## src/rtl/cpu_defs_pkg.sv

```systemverilog
// Shared definitions for the multi-cycle MIPS-subset CPU control path.
// Holds the sequencer state encoding, opcode/func constants, ALUOp codes,
// PCSrc/RegDst select codes and the instruction-class enum used by the decoder.
package cpu_defs_pkg;

    typedef enum logic [3:0] {
        sIF     = 4'd0,
        sID     = 4'd1,
        sEXE_AL = 4'd2,
        sWB_AL  = 4'd3,
        sEXE_BR = 4'd4,
        sEXE_LS = 4'd5,
        sMEM    = 4'd6,
        sWB_LD  = 4'd7,
        sHALT   = 4'd8
    } state_t;

    typedef enum logic [2:0] {
        ALU_R, ALU_I, LOAD, STORE, BRANCH, JUMP, HALT, NOP
    } ins_class_t;

    // Opcodes
    localparam logic [5:0] OP_RTYPE = 6'b000000;
    localparam logic [5:0] OP_BLTZ  = 6'b000001;
    localparam logic [5:0] OP_J     = 6'b000010;
    localparam logic [5:0] OP_JAL   = 6'b000011;
    localparam logic [5:0] OP_BEQ   = 6'b000100;
    localparam logic [5:0] OP_BNE   = 6'b000101;
    localparam logic [5:0] OP_ADDIU = 6'b001001;
    localparam logic [5:0] OP_SLTI  = 6'b001010;
    localparam logic [5:0] OP_ANDI  = 6'b001100;
    localparam logic [5:0] OP_ORI   = 6'b001101;
    localparam logic [5:0] OP_LW    = 6'b100011;
    localparam logic [5:0] OP_SW    = 6'b101011;
    localparam logic [5:0] OP_HALT  = 6'b111111;

    // Function codes (op = OP_RTYPE)
    localparam logic [5:0] FUNC_SLL = 6'b000000;
    localparam logic [5:0] FUNC_JR  = 6'b001000;
    localparam logic [5:0] FUNC_ADD = 6'b100000;
    localparam logic [5:0] FUNC_SUB = 6'b100010;
    localparam logic [5:0] FUNC_AND = 6'b100100;
    localparam logic [5:0] FUNC_OR  = 6'b100101;
    localparam logic [5:0] FUNC_SLT = 6'b101010;

    // ALUOp codes
    localparam logic [2:0] ALU_ADD = 3'b000;
    localparam logic [2:0] ALU_SUB = 3'b001;
    localparam logic [2:0] ALU_SLL = 3'b010;
    localparam logic [2:0] ALU_OR  = 3'b011;
    localparam logic [2:0] ALU_AND = 3'b100;
    localparam logic [2:0] ALU_SLT = 3'b101;

    // Next-PC select
    localparam logic [1:0] PCSRC_NEXT   = 2'b00;
    localparam logic [1:0] PCSRC_BRANCH = 2'b01;
    localparam logic [1:0] PCSRC_RS     = 2'b10;
    localparam logic [1:0] PCSRC_JUMP   = 2'b11;

    // Destination register select
    localparam logic [1:0] REGDST_RA = 2'b00;
    localparam logic [1:0] REGDST_RT = 2'b01;
    localparam logic [1:0] REGDST_RD = 2'b10;

endpackage

```

## src/rtl/control_decode.sv

```systemverilog
// Combinational instruction decoder.
// Inputs : op, func - IR opcode and function fields.
// Outputs: ins_class - instruction class driving the sequencer,
//          alu_op    - ALU function for the execute phase,
//          ext_sel   - immediate extension (1 = sign, 0 = zero).
module control_decode
    import cpu_defs_pkg::*;
(
    input  logic [5:0]  op,
    input  logic [5:0]  func,
    output ins_class_t  ins_class,
    output logic [2:0]  alu_op,
    output logic        ext_sel
);

    always_comb begin
        ins_class = NOP;
        alu_op    = ALU_ADD;
        ext_sel   = 1'b0;
        case (op)
            OP_RTYPE: begin
                ins_class = ALU_R;
                case (func)
                    FUNC_ADD: alu_op = ALU_ADD;
                    FUNC_SUB: alu_op = ALU_SUB;
                    FUNC_AND: alu_op = ALU_AND;
                    FUNC_OR:  alu_op = ALU_OR;
                    FUNC_SLT: alu_op = ALU_SLT;
                    FUNC_SLL: alu_op = ALU_SLL;
                    FUNC_JR:  ins_class = JUMP;
                    default:  ins_class = NOP;
                endcase
            end
            OP_ADDIU: begin ins_class = ALU_I;  alu_op = ALU_ADD; ext_sel = 1'b1; end
            OP_SLTI:  begin ins_class = ALU_I;  alu_op = ALU_SLT; ext_sel = 1'b1; end
            OP_ANDI:  begin ins_class = ALU_I;  alu_op = ALU_AND; end
            OP_ORI:   begin ins_class = ALU_I;  alu_op = ALU_OR;  end
            OP_LW:    begin ins_class = LOAD;   alu_op = ALU_ADD; ext_sel = 1'b1; end
            OP_SW:    begin ins_class = STORE;  alu_op = ALU_ADD; ext_sel = 1'b1; end
            // bltz compares rs against rt=$0, so every branch subtracts
            OP_BEQ, OP_BNE, OP_BLTZ: begin
                ins_class = BRANCH;
                alu_op    = ALU_SUB;
                ext_sel   = 1'b1;
            end
            OP_J, OP_JAL: ins_class = JUMP;
            OP_HALT:      ins_class = HALT;
            default:      ins_class = NOP;
        endcase
    end

endmodule

```

## src/rtl/multicycle_control_unit.sv

```systemverilog
// Multi-cycle sequencer: steps each instruction through IF/ID/EXE/MEM/WB and
// drives every datapath enable combinationally from the current state and IR.
// Inputs : CLK, Reset (async, active-low), op/func (IR fields), Zero/Sign (ALU flags).
// Outputs: InsMemRW, IRWre, PCWre, PCSrc, ExtSel, ALUSrcA, ALUSrcB, ALUOp,
//          RegDst, WrRegDSrc, DBDataSrc, RegWre, mRD, mWR.
module multicycle_control_unit
    import cpu_defs_pkg::*;
(
    input  logic       CLK,
    input  logic       Reset,
    input  logic [5:0] op,
    input  logic [5:0] func,
    input  logic       Zero,
    input  logic       Sign,
    output logic       InsMemRW,
    output logic       IRWre,
    output logic       PCWre,
    output logic [1:0] PCSrc,
    output logic       ExtSel,
    output logic       ALUSrcA,
    output logic       ALUSrcB,
    output logic [2:0] ALUOp,
    output logic [1:0] RegDst,
    output logic       WrRegDSrc,
    output logic       DBDataSrc,
    output logic       RegWre,
    output logic       mRD,
    output logic       mWR
);

    state_t     state_q, state_d;
    ins_class_t ins_class;
    logic [2:0] alu_op;
    logic       ext_sel;
    logic       branch_taken;

    control_decode u_decode (
        .op        (op),
        .func      (func),
        .ins_class (ins_class),
        .alu_op    (alu_op),
        .ext_sel   (ext_sel)
    );

    assign branch_taken = ((op == OP_BEQ)  &&  Zero) ||
                          ((op == OP_BNE)  && !Zero) ||
                          ((op == OP_BLTZ) &&  Sign);

    always_ff @(posedge CLK or negedge Reset) begin
        if (!Reset) state_q <= sIF;
        else        state_q <= state_d;
    end

    always_comb begin
        state_d = sIF;
        unique case (state_q)
            sIF: state_d = sID;
            sID: begin
                case (ins_class)
                    ALU_R, ALU_I:  state_d = sEXE_AL;
                    BRANCH:        state_d = sEXE_BR;
                    LOAD, STORE:   state_d = sEXE_LS;
                    HALT:          state_d = sHALT;
                    default:       state_d = sIF;     // JUMP, NOP
                endcase
            end
            sEXE_AL: state_d = sWB_AL;
            sWB_AL:  state_d = sIF;
            sEXE_BR: state_d = sIF;
            sEXE_LS: state_d = sMEM;
            sMEM:    state_d = (ins_class == LOAD) ? sWB_LD : sIF;
            sWB_LD:  state_d = sIF;
            sHALT:   state_d = sHALT;
            default: state_d = sIF;
        endcase
    end

    always_comb begin
        InsMemRW  = 1'b0;
        IRWre     = 1'b0;
        PCWre     = 1'b0;
        PCSrc     = PCSRC_NEXT;
        ExtSel    = 1'b0;
        ALUSrcA   = 1'b0;
        ALUSrcB   = 1'b0;
        ALUOp     = ALU_ADD;
        RegDst    = REGDST_RA;
        WrRegDSrc = 1'b0;
        DBDataSrc = 1'b0;
        RegWre    = 1'b0;
        mRD       = 1'b0;
        mWR       = 1'b0;
        unique case (state_q)
            sIF: begin
                InsMemRW = 1'b1;
                IRWre    = 1'b1;
            end
            sID: begin
                if (ins_class == JUMP) begin
                    PCWre = 1'b1;
                    if (op == OP_RTYPE) begin
                        PCSrc = PCSRC_RS;
                    end else begin
                        PCSrc = PCSRC_JUMP;
                        if (op == OP_JAL) begin
                            RegWre    = 1'b1;
                            RegDst    = REGDST_RA;
                            WrRegDSrc = 1'b0;     // link value is PC+4
                        end
                    end
                end else if (ins_class == NOP) begin
                    PCWre = 1'b1;
                    PCSrc = PCSRC_NEXT;
                end
            end
            // Write-back repeats the execute controls so the ALU result stays valid
            sEXE_AL, sWB_AL: begin
                ALUOp   = alu_op;
                ALUSrcB = (ins_class == ALU_I);
                ALUSrcA = (ins_class == ALU_R) && (func == FUNC_SLL);
                ExtSel  = ext_sel;
                if (state_q == sWB_AL) begin
                    RegWre    = 1'b1;
                    WrRegDSrc = 1'b1;
                    DBDataSrc = 1'b0;
                    PCWre     = 1'b1;
                    RegDst    = (ins_class == ALU_R) ? REGDST_RD : REGDST_RT;
                end
            end
            sEXE_BR: begin
                ALUOp  = alu_op;
                ExtSel = ext_sel;
                PCWre  = 1'b1;
                PCSrc  = branch_taken ? PCSRC_BRANCH : PCSRC_NEXT;
            end
            sEXE_LS, sMEM: begin
                ALUOp   = alu_op;
                ALUSrcB = 1'b1;
                ExtSel  = ext_sel;
                if (state_q == sMEM) begin
                    if (ins_class == LOAD) begin
                        mRD = 1'b1;
                    end else begin
                        mWR   = 1'b1;
                        PCWre = 1'b1;
                    end
                end
            end
            sWB_LD: begin
                RegWre    = 1'b1;
                RegDst    = REGDST_RT;
                WrRegDSrc = 1'b1;
                DBDataSrc = 1'b1;
                PCWre     = 1'b1;
            end
            default: ;  // sHALT and unused encodings: everything idle
        endcase
    end

endmodule

```

## config.mk

```make
export PLATFORM = sky130hd
export DESIGN_NAME = multicycle_control_unit
export DESIGN_NICKNAME = d
export VERILOG_FILES = /design/src/rtl/cpu_defs_pkg.sv /design/src/rtl/control_decode.sv /design/src/rtl/multicycle_control_unit.sv
export SDC_FILE = /design/constraint.sdc
export NUM_CORES = 1
export LEC_CHECK = 0
export CORE_ASPECT_RATIO = 0.8
export CORE_UTILIZATION = 35
export DETAILED_ROUTE_END_ITERATION = 8
export GPL_TIMING_DRIVEN = 0
export PLACE_DENSITY = 0.71
export SETUP_SLACK_MARGIN = 0.5
export SLEW_MARGIN = 20
export SYNTH_ARGS = -nofsm -noshare
export SYNTH_HDL_FRONTEND = slang
export SYNTH_SLANG_ARGS = --single-unit
export TNS_END_PERCENT = 50
```

## constraint.sdc

```tcl
create_clock -name CLK -period 2.1 [get_ports CLK]
set_input_delay 0.42 -clock CLK [delete_from_list [all_inputs] [get_ports CLK]]
set_output_delay 0.42 -clock CLK [all_outputs]
set_load 0.02 [all_outputs]
```

* Word-level counts from Yosys, hierarchy flattened
Index checks and enable logic that the tools add are counted.
Word-level totals: bits in registers 4, input bits 16, output and inout bits 18, logic and storage cells 92
Operators by class: eq/ne operators 33, muxes and demuxes 36, reduce and logical (&&, ||, !) cells 22
Operators with widths (count):
- == test 6 bit, second input constant | 8
- == test 6 x 4 -> 1 bit, second input constant | 5
- case mux 3 bit (5 select lines) | 2
- case mux 4 bit (6 select lines) | 1
- case mux 3 bit (7 select lines) | 1
- 2-to-1 mux 1 bit | 19
- == test 4 x 3 -> 1 bit, second input constant | 4
- case mux 4 bit (4 select lines) | 1
- == test 3 bit, second input constant | 4
- == test 6 x 2 -> 1 bit, second input constant | 2
- == test 6 x 3 -> 1 bit, second input constant | 2
- logical NOT 6 bit | 2
- OR reduction 2 bit | 6
- == test 4 x 2 -> 1 bit, second input constant | 2
- case mux 2 bit (2 select lines) | 2
- OR reduction 7 bit | 1
- == test 3 x 2 -> 1 bit, second input constant | 2
- == test 6 x 1 -> 1 bit, second input constant | 1
- 2-to-1 mux 2 bit | 3
- 2-to-1 mux 3 bit | 2
- case mux 3 bit (2 select lines) | 1
- OR reduction 6 bit | 1
- OR reduction 5 bit | 1
- == test 4 x 1 -> 1 bit, second input constant | 1
- 12 further kinds | 17

* Longest topological paths before layout
Gate-level depths: netlist of the first run.
depth after elaboration 8, depth in mapped cells 7

* By module
From an unflattened synthesis of the first run, not the netlist that was laid out.
Second synthesis, totals: cells, all modules 147, area, all modules 993.5 um^2
Modules (own cells, without submodules):
- multicycle_control_unit | instances 1, cells an instance 75, area each 519.2 um^2, sequential area each 100.1 um^2
- control_decode | instances 1, cells an instance 72, area each 474.2 um^2, sequential area each 0.0 um^2

* Worst setup path after synthesis of the first run
Ideal clock, no wire load.
path type input-to-output, start point input op[0], end point output ALUOp[0], arrival 1905 ps, required time 1680 ps, path slack -225 ps, stages 5, buffers on the path 1, path through clkbuf_8 > nor4_1 > nand3_1 > o221a_2 > nor4_1
On the way: cells in the longest elaborated chain, start to end 4, elaborated cells on any way between the ends 10
RTL lines:
- from (decl) | RTL line multicycle_control_unit.sv:11 | input logic [5:0] op,
- == test 6 x 3 -> 1 bit / == test 6 x 1 -> 1 bit (equally long branches) | RTL line control_decode.sv:20 | case (op)
- OR reduction 3 bit | RTL line control_decode.sv:20
- case mux 3 bit (5 select lines) * | RTL line control_decode.sv:20
- 2-to-1 mux 3 bit * | RTL line multicycle_control_unit.sv:93 | unique case (state_q)
- to (decl) | RTL line multicycle_control_unit.sv:22 | output logic [2:0] ALUOp,
Every way passes the cells marked *; elsewhere a longest branch is shown, timed or not.

* Final worst setup path of the first run
start point input op[0], end point output ALUSrcA
On the way: cells in the longest elaborated chain, start to end 6, elaborated cells on any way between the ends 20
RTL lines:
- == test 6 x 4 -> 1 bit (tied with other cells) | RTL line control_decode.sv:20
- OR reduction 4 bit (no source line) (tied with other cells)
- case mux 3 bit (7 select lines) * | RTL line control_decode.sv:20
- logical NOT 3 bit * | RTL line multicycle_control_unit.sv:120 | ALUSrcA = (ins_class == ALU_R) && (func == FUNC_SLL);
- logical AND 1 bit * | RTL line multicycle_control_unit.sv:120
- 2-to-1 mux 1 bit * | RTL line multicycle_control_unit.sv:93
- to (decl) | RTL line multicycle_control_unit.sv:20 | output logic ALUSrcA,
Marked as above.

==> results.ini, run 1 <==
[run_status]
status = complete, but fails checks
violations = setup timing

[setup_path]
reg2reg_slack_ns = 0.09
worstSetupStartpointType = input pin
max_stage_delay_ns = 0.26
crit_family = buffers and inverters
cp.arrival_ns = 1.92
cp_max_fo = 7
worstSetupPathType = input pin to output pin
end_kind = output pin
critical_path.cell_chain = buf_8 > clkbuf_16 > nor2_1 > o32ai_4 > a31oi_4 > nand4_1 > buf_4 > nor3_4 > buf_6
r2r_start = state_q[1]$_DFF_PN0_
cp_num_buf_inv = 4
slowest_stage = a31oi_4
critPathRequiredTime_ns = 1.68
reg2reg_to = state_q[2]$_DFF_PN0_
r2r_cells = 7

[sta]
hold_viol_final = 0
fin_skew_ns = 0.00272
setup_tns_ns = -1.51
max_freq_mhz = 427
period_share_pct = 112
rsz0062_at_grt = yes
hold-worst-slack_ns = 0.395
setup-violations-final = 12
final.setup.worst_slack_ns = -0.244
slew_viol_final = 0
relSlewSlack_pct = 69.4
period_needed_ns = 2.34
worst_slew_pin_slew_ns = 0.456

[floorplanning]
die_w_um = 61.8
die_h_um = 49.8
io_pins = 34
die_area_mm2 = 0.00308
fp.coreArea_mm2 = 0.00258
num_rows = 16
initial_core_util_pct = 38.8

[layout]
area_growth_pct = 122
nNetsFinal = 243
largest_register = state_q
largest_reg_flops = 4
multiInputGateArea_mm2 = 0.00116
antenna_cells = 0
seq_area_um2 = 103
reg_top3 = state_q x4
fin_cells = 261
fill_cells = 122
layout-drive-gt1-share_pct = 64.4

[route]
via_per_inst = 6.35
drc = 0
drt-total-wl_um = 5330
dr.pass1.iters = 4
drtIter0Drc = 216
vias = 1658
drtAntennaViolNets = 0
post_drt_wl_per_cell_um = 20.4

[yosys]
synth_edf_count = 0
yosys_warnings = 0
synth.ff_latch_count = 4
avgSynthCellArea_um2 = 6.81
syn_inst = 147
synthTopCellsByArea = dfrtp_1 (10%), nor2_1 (7.9%), clkbuf_8 (5.5%), nand2_1 (4.9%), a21oi_1 (4.0%)
ys_seq_area_share_pct = 10.0
ys_top_cells_by_count = nor2_1 (21), nand2_1 (13), a21oi_1 (8), nor3_1 (8), o21ai_0 (8)
syn_area_mm2 = 0.00100
ys.flop_type = dfrtp_1
syn-num-nets = 163
synth.most_common_cell = nor2_1
synth-async-reset-ratio_pct = 100
synth_top_area_cell = dfrtp_1
ys_types = 52
synth_top_cell_area_share_pct = 10.0

[placed_design]
dp_slack_ns = -1.24
gp_congestion = 0.812
dpl.hpwl_um = 2440
portBuffers = 32
dp_cells = 215

[cts]
cts.path.max_buffers = 2
insertion_delay_ns = 0.23
hold_buffers = 0
clk_pin_slew_ns = 0.04
numClockSinks = 4
numCtsBuffers = 3
tritoncts = built
htree_num_levels = 1
cts_root_buf = clkbuf_4

[min_path]
min_path_type = input pin to async pin

[global_route]
grt_pass1_vias = 1500
grt_pass1_wl_um = 6890
grt_max_degree = 11
grt_usage_pct = 29.9
grt_overflow = 0
antenna_found_initial = 0

[power]
p_leak_nw = 0.916
total_power_w = 0.00141
ir_drop_uv = 494
cellPowerDensity_mw_per_mm2 = 632

[run]
maxCapViolCount = 0

-- through the flow --
stage | util (%) | instance area (um2)
floorplan | - | 1120
global placement | 57.5 | 1480
detailed placement | 57.5 | 1480
CTS | 76.7 | 1980
global route | 86.2 | 2230
finish | 86.2 | 2230
-- metal layers --
metal / part of all wire [%] / up-vias / GRT usage, %
li1: - / 715 / -
met1: 37 / 780 / 35.2
met2: 49 / 139 / 50.2
met3: 9.3 / 24 / 7.09
met4: 4.2 / 0 / 13.0
met5: 0 / - / 0
-- worst max path at each step --
stage / to / slack [ns] / cells past startpoint / startpoint
after global placement: ALUSrcA / -1.21 / 8 / op[5]
after floorplan: PCSrc[0] / 0.02 / 6 / func[2]
after global routing: ALUSrcA / -0.37 / 9 / func[2]
after CTS: ALUSrcA / -0.23 / 9 / op[1]
after detailed placement: ALUSrcA / -1.24 / 8 / op[5]
final: ALUSrcA / -0.24 / 9 / op[0]
-- area by class of cell --
type | count | share of cell area, %
Clock buffer | 3 | 1.01
Timing Repair Buffer | 75 | 31.1
Inverter | 6 | 1.24
Buffer | 12 | 8.09
Tap cell | 36 | 2.02
Multi-Input combinational cell | 125 | 51.9
Sequential cell | 4 | 4.61
-- cells in the final DEF (no fill, tap or decap), types with 2 or more instances in the layout --
| cell type | count |
|---|---|
| nand4_1 | 4 |
| o21ai_2 | 2 |
| clkbuf_4 | 4 |
| nor3_4 | 3 |
| o21ai_1 | 2 |
| dfrtp_2 | 2 |
| buf_8 | 9 |
| buf_4 | 44 |
| nand2b_1 | 4 |
| a21oi_1 | 2 |
| nor4_4 | 3 |
| nor3_1 | 5 |
| nor3b_1 | 2 |
| clkbuf_16 | 2 |
| nand2_1 | 11 |
| nand3_2 | 3 |
| nor2_4 | 3 |
| dfrtp_1 | 2 |
| nor2_2 | 2 |
| clkdlybuf4s15_2 | 2 |
| inv_1 | 5 |
| a21oi_2 | 5 |
| buf_2 | 3 |
| and3_4 | 3 |
| buf_12 | 3 |
| clkbuf_8 | 2 |
| nand3_4 | 3 |
| a211oi_4 | 2 |
| clkdlybuf4s50_1 | 3 |
| nand4b_1 | 2 |
| o21ai_0 | 3 |
| nand3b_1 | 2 |
| buf_6 | 16 |
| nor2_1 | 16 |
| o221a_4 | 2 |
-- logic make-up after synthesis --
logic type / after synthesis / share of synthesized area (%)
and+or+nand+nor: 83 / 44.9
AOI/OAI and AO/OA: 40 / 30.1
buffers and inverters: 18 / 13.0
DFF: 4 / 10.0
xor gates and xnor gates: 1 / 0.875
muxes: 1 / 1.12
-- timing repair --
action,4_1_cts,5_1_grt
buffers inserted,27,14
setup endpoints to repair,22,21
pin swaps,30,30
cloned,2,0
resized for setup,195,33
-- report_power, final --
group / switching, W / internal (W)
clock: 0.0000305 / 0.0000638
sequential: 0.0000424 / 0.000108
combinational: 0.000634 / 0.000528
(Power assumes the default switching activity.)
==> run 2, diff against run 1 <==
--- a/config.mk
+++ b/config.mk
@@ -11,7 +11,7 @@
 export GPL_TIMING_DRIVEN = 0
 export PLACE_DENSITY = 0.71
 export SETUP_SLACK_MARGIN = 0.5
-export SLEW_MARGIN = 20
+export SLEW_MARGIN = 15
 export SYNTH_ARGS = -nofsm -noshare
 export SYNTH_HDL_FRONTEND = slang
 export SYNTH_SLANG_ARGS = --single-unit
==> results of run 2 <==
Final layout, timing and power as in run 1 (identical DEF).
==> run 3, diff against run 2 <==
--- a/config.mk
+++ b/config.mk
@@ -9,7 +9,7 @@
 export CORE_UTILIZATION = 35
 export DETAILED_ROUTE_END_ITERATION = 8
 export GPL_TIMING_DRIVEN = 0
-export PLACE_DENSITY = 0.71
+export PLACE_DENSITY = 0.68
 export SETUP_SLACK_MARGIN = 0.5
 export SLEW_MARGIN = 15
 export SYNTH_ARGS = -nofsm -noshare
==> constraint.sdc (replaced) <==
create_clock -name CLK -period 2.8 [get_ports CLK]
set_input_delay 0.56 -clock CLK [delete_from_list [all_inputs] [get_ports CLK]]
set_output_delay 0.56 -clock CLK [all_outputs]
set_load 0.02 [all_outputs]
==> results.ini, run 3 (synthesis results as in run 1) <==
[layout]
layout-drive-gt1-share_pct = 51.4  ; -13 points
fin_cells = 250  ; -4.2%
antenna_cells = 0  ; unchanged
finalInstanceArea_mm2 = 0.00187  ; -16%
largest_reg_flops = 4  ; unchanged
area_growth_pct = 86.9
final_common_cell = buf_4
largest_register = state_q
utilization_pct = 72.4  ; -14 points
fill_cells = 187  ; +53%
final_cell_mix = buf_4 (38), nor2_1 (17), nand2_1 (13), buf_6 (9), buf_2 (7)
nNetsFinal = 232  ; -4.5%
reg_top3 = state_q x4

[cts]
cts.path.max_buffers = 2  ; unchanged
tritoncts = built
numCtsBuffers = 3  ; unchanged
numClockSinks = 4  ; unchanged
insertion_delay_ns = 0.24  ; about the same
hold_buffers = 0  ; unchanged
htree_num_levels = 1  ; unchanged
clk_pin_slew_ns = 0.04  ; about the same
cts_root_buf = clkbuf_4

[route]
vias = 1451  ; -12%
routed-wl-met2_um = 1970  ; -25%
dr.max_layer_used = met4
drt-total-wl_um = 4040  ; -24%
drtIter0Drc = 88  ; -59%
via_per_inst = 5.80  ; -8.6%
wl_met1_um = 1720  ; -14%
dr.pass1.iters = 4  ; unchanged
post_drt_wl_per_cell_um = 16.2  ; -21%
drtAntennaViolNets = 0  ; unchanged
met3_length_um = 292  ; -41%
drc = 0  ; unchanged

[floorplanning]
die_w_um = 61.8  ; unchanged
die_h_um = 49.8  ; unchanged
initial_core_util_pct = 38.8  ; unchanged
io_pins = 34  ; unchanged
die_area_mm2 = 0.00308  ; unchanged
fp.coreArea_mm2 = 0.00258  ; unchanged
num_rows = 16  ; unchanged

[power]
internal_power_w = 0.000427  ; -39%
ir_drop_uv = 375  ; -24%
p_sw_share_pct = 48.5  ; -1.7 points
cellPowerDensity_mw_per_mm2 = 444  ; -30%
pwr-share-comb_pct = 78.9  ; -3.7 points
seq_power_share_pct = 12.2  ; +1.5 points
power_frac_clock_pct = 9.0  ; +2.3 points
p_switching_w = 0.000402  ; -43%
p_leak_nw = 0.816  ; -11%

[sta]
rsz0062_at_grt = yes
hold_viol_final = 0  ; unchanged
relSlewSlack_pct = 71.1  ; +1.8 points
fin_skew_ns = 0.000684  ; -0.00203 ns
period_needed_ns = 2.56
setup-violations-final = 0  ; -12
period_share_pct = 91.6
setup_tns_ns = 0  ; +1.51 ns
worst_slew_pin_slew_ns = 0.430  ; -0.0263 ns
max_freq_mhz = 390
slew_viol_final = 0  ; unchanged

[global_route]
antenna_found_initial = 0  ; unchanged
grt_pass1_vias = 1353  ; -9.8%
grt_pass1_wl_um = 6390  ; -7.2%
grt_max_degree = 11  ; unchanged
grt_usage_pct = 27.6  ; -2.3 points
grt_overflow = 0  ; unchanged

[run]
maxCapViolCount = 0  ; unchanged

[setup_path]
worstSetupStartpointType = input pin
critPathRequiredTime_ns = 2.24  ; +0.56 ns
cp_max_fo = 5  ; -2
r2r_cells = 5  ; -2
end_kind = output pin
cp.arrival_ns = 2.00  ; +0.08 ns
worstSetupPathType = input pin to output pin

[run_status]
status = completed

[placed_design]
dpl.hpwl_um = 2260  ; -7.0%
portBuffers = 32  ; unchanged
dp_cells = 215  ; unchanged
gp_congestion = 0.848  ; +4.4%
place_area_mm2 = 0.00140  ; -5.9%

[min_path]
min_path_type = input pin to async pin

[run 3: path summary, 6_finish.rpt]
check	from	to	slack [ns]
max	op[1]	PCSrc[0]	0.24
min in group CLK	state_q[1]$_DFF_PN0_	state_q[3]$_DFF_PN0_	0.59
max reg2reg	state_q[1]$_DFF_PN0_	state_q[2]$_DFF_PN0_	1.22
min reg2reg	state_q[1]$_DFF_PN0_	state_q[3]$_DFF_PN0_	0.59
min	Reset	state_q[0]$_DFF_PN0_	0.53
max in group asynchronous	Reset	state_q[1]$_DFF_PN0_	2.09
[run 3: worst max-delay path, cell delays in order]
cell and delay (ns):
buf_8 0.10, clkbuf_16 0.15, nor4bb_4 0.28, a41oi_2 0.08, a21oi_2 0.26, buf_4 0.16
a211oi_2 0.05, a41o_1 0.22, buf_6 0.13
[run 3: timing repair]
| item | CTS | global route |
|---|---|---|
| pin swaps | 22 | 11 |
| gates resized for setup | 153 | 21 |
| buffers inserted | 27 | 3 |
| endpoints found under the setup margin | 20 | 19 |
| hold endpoints to repair | 0 | 0 |
| gates cloned | 2 | 0 |
[run 3: routing by layer]
layer / vias to the layer above / GRT usage (%)
li1: 695 / -
met1: 671 / 35.8
met2: 79 / 45.0
met3: 6 / 6.04
met4: 0 / 7.78
met5: - / 0
[run 3: metrics by stage]
stage | setup WS, ns | hold slack, ns | power [W]
2_1_floorplan | 0.378 | 0.264 | 0.000465
3_3_place_gp | -0.782 | 0.603 | 0.000657
3_5_place_dp | -0.814 | 0.615 | 0.000663
4_1_cts | 0.206 | 0.529 | 0.000791
5_1_grt | 0.167 | 0.524 | 0.000884
6_report | 0.236 | 0.526 | 0.000830
[run 3: area by class of cell]
class | instances | area (um2) | area share, %
sequential | 4 | 101 | 5.42
inverter | 6 | 22.5 | 1.20
tap | 36 | 45.0 | 2.41
timing repair buffer | 64 | 527 | 28.2
buffer | 12 | 161 | 8.63
clock buffer | 3 | 22.5 | 1.20
multi-input combinational | 125 | 991 | 53.0
[run 3: power groups by stage]
stage | combinational, W | clock (W) | sequential, W
6_report | 0.000654 | 0.0000744 | 0.000101
5_1_grt | 0.000699 | 0.0000812 | 0.000104
4_1_cts | 0.000619 | 0.0000749 | 0.0000968
3_5_place_dp | 0.000565 | 0 | 0.0000980
3_3_place_gp | 0.000560 | 0 | 0.0000970
2_1_floorplan | 0.000373 | 0 | 0.0000922
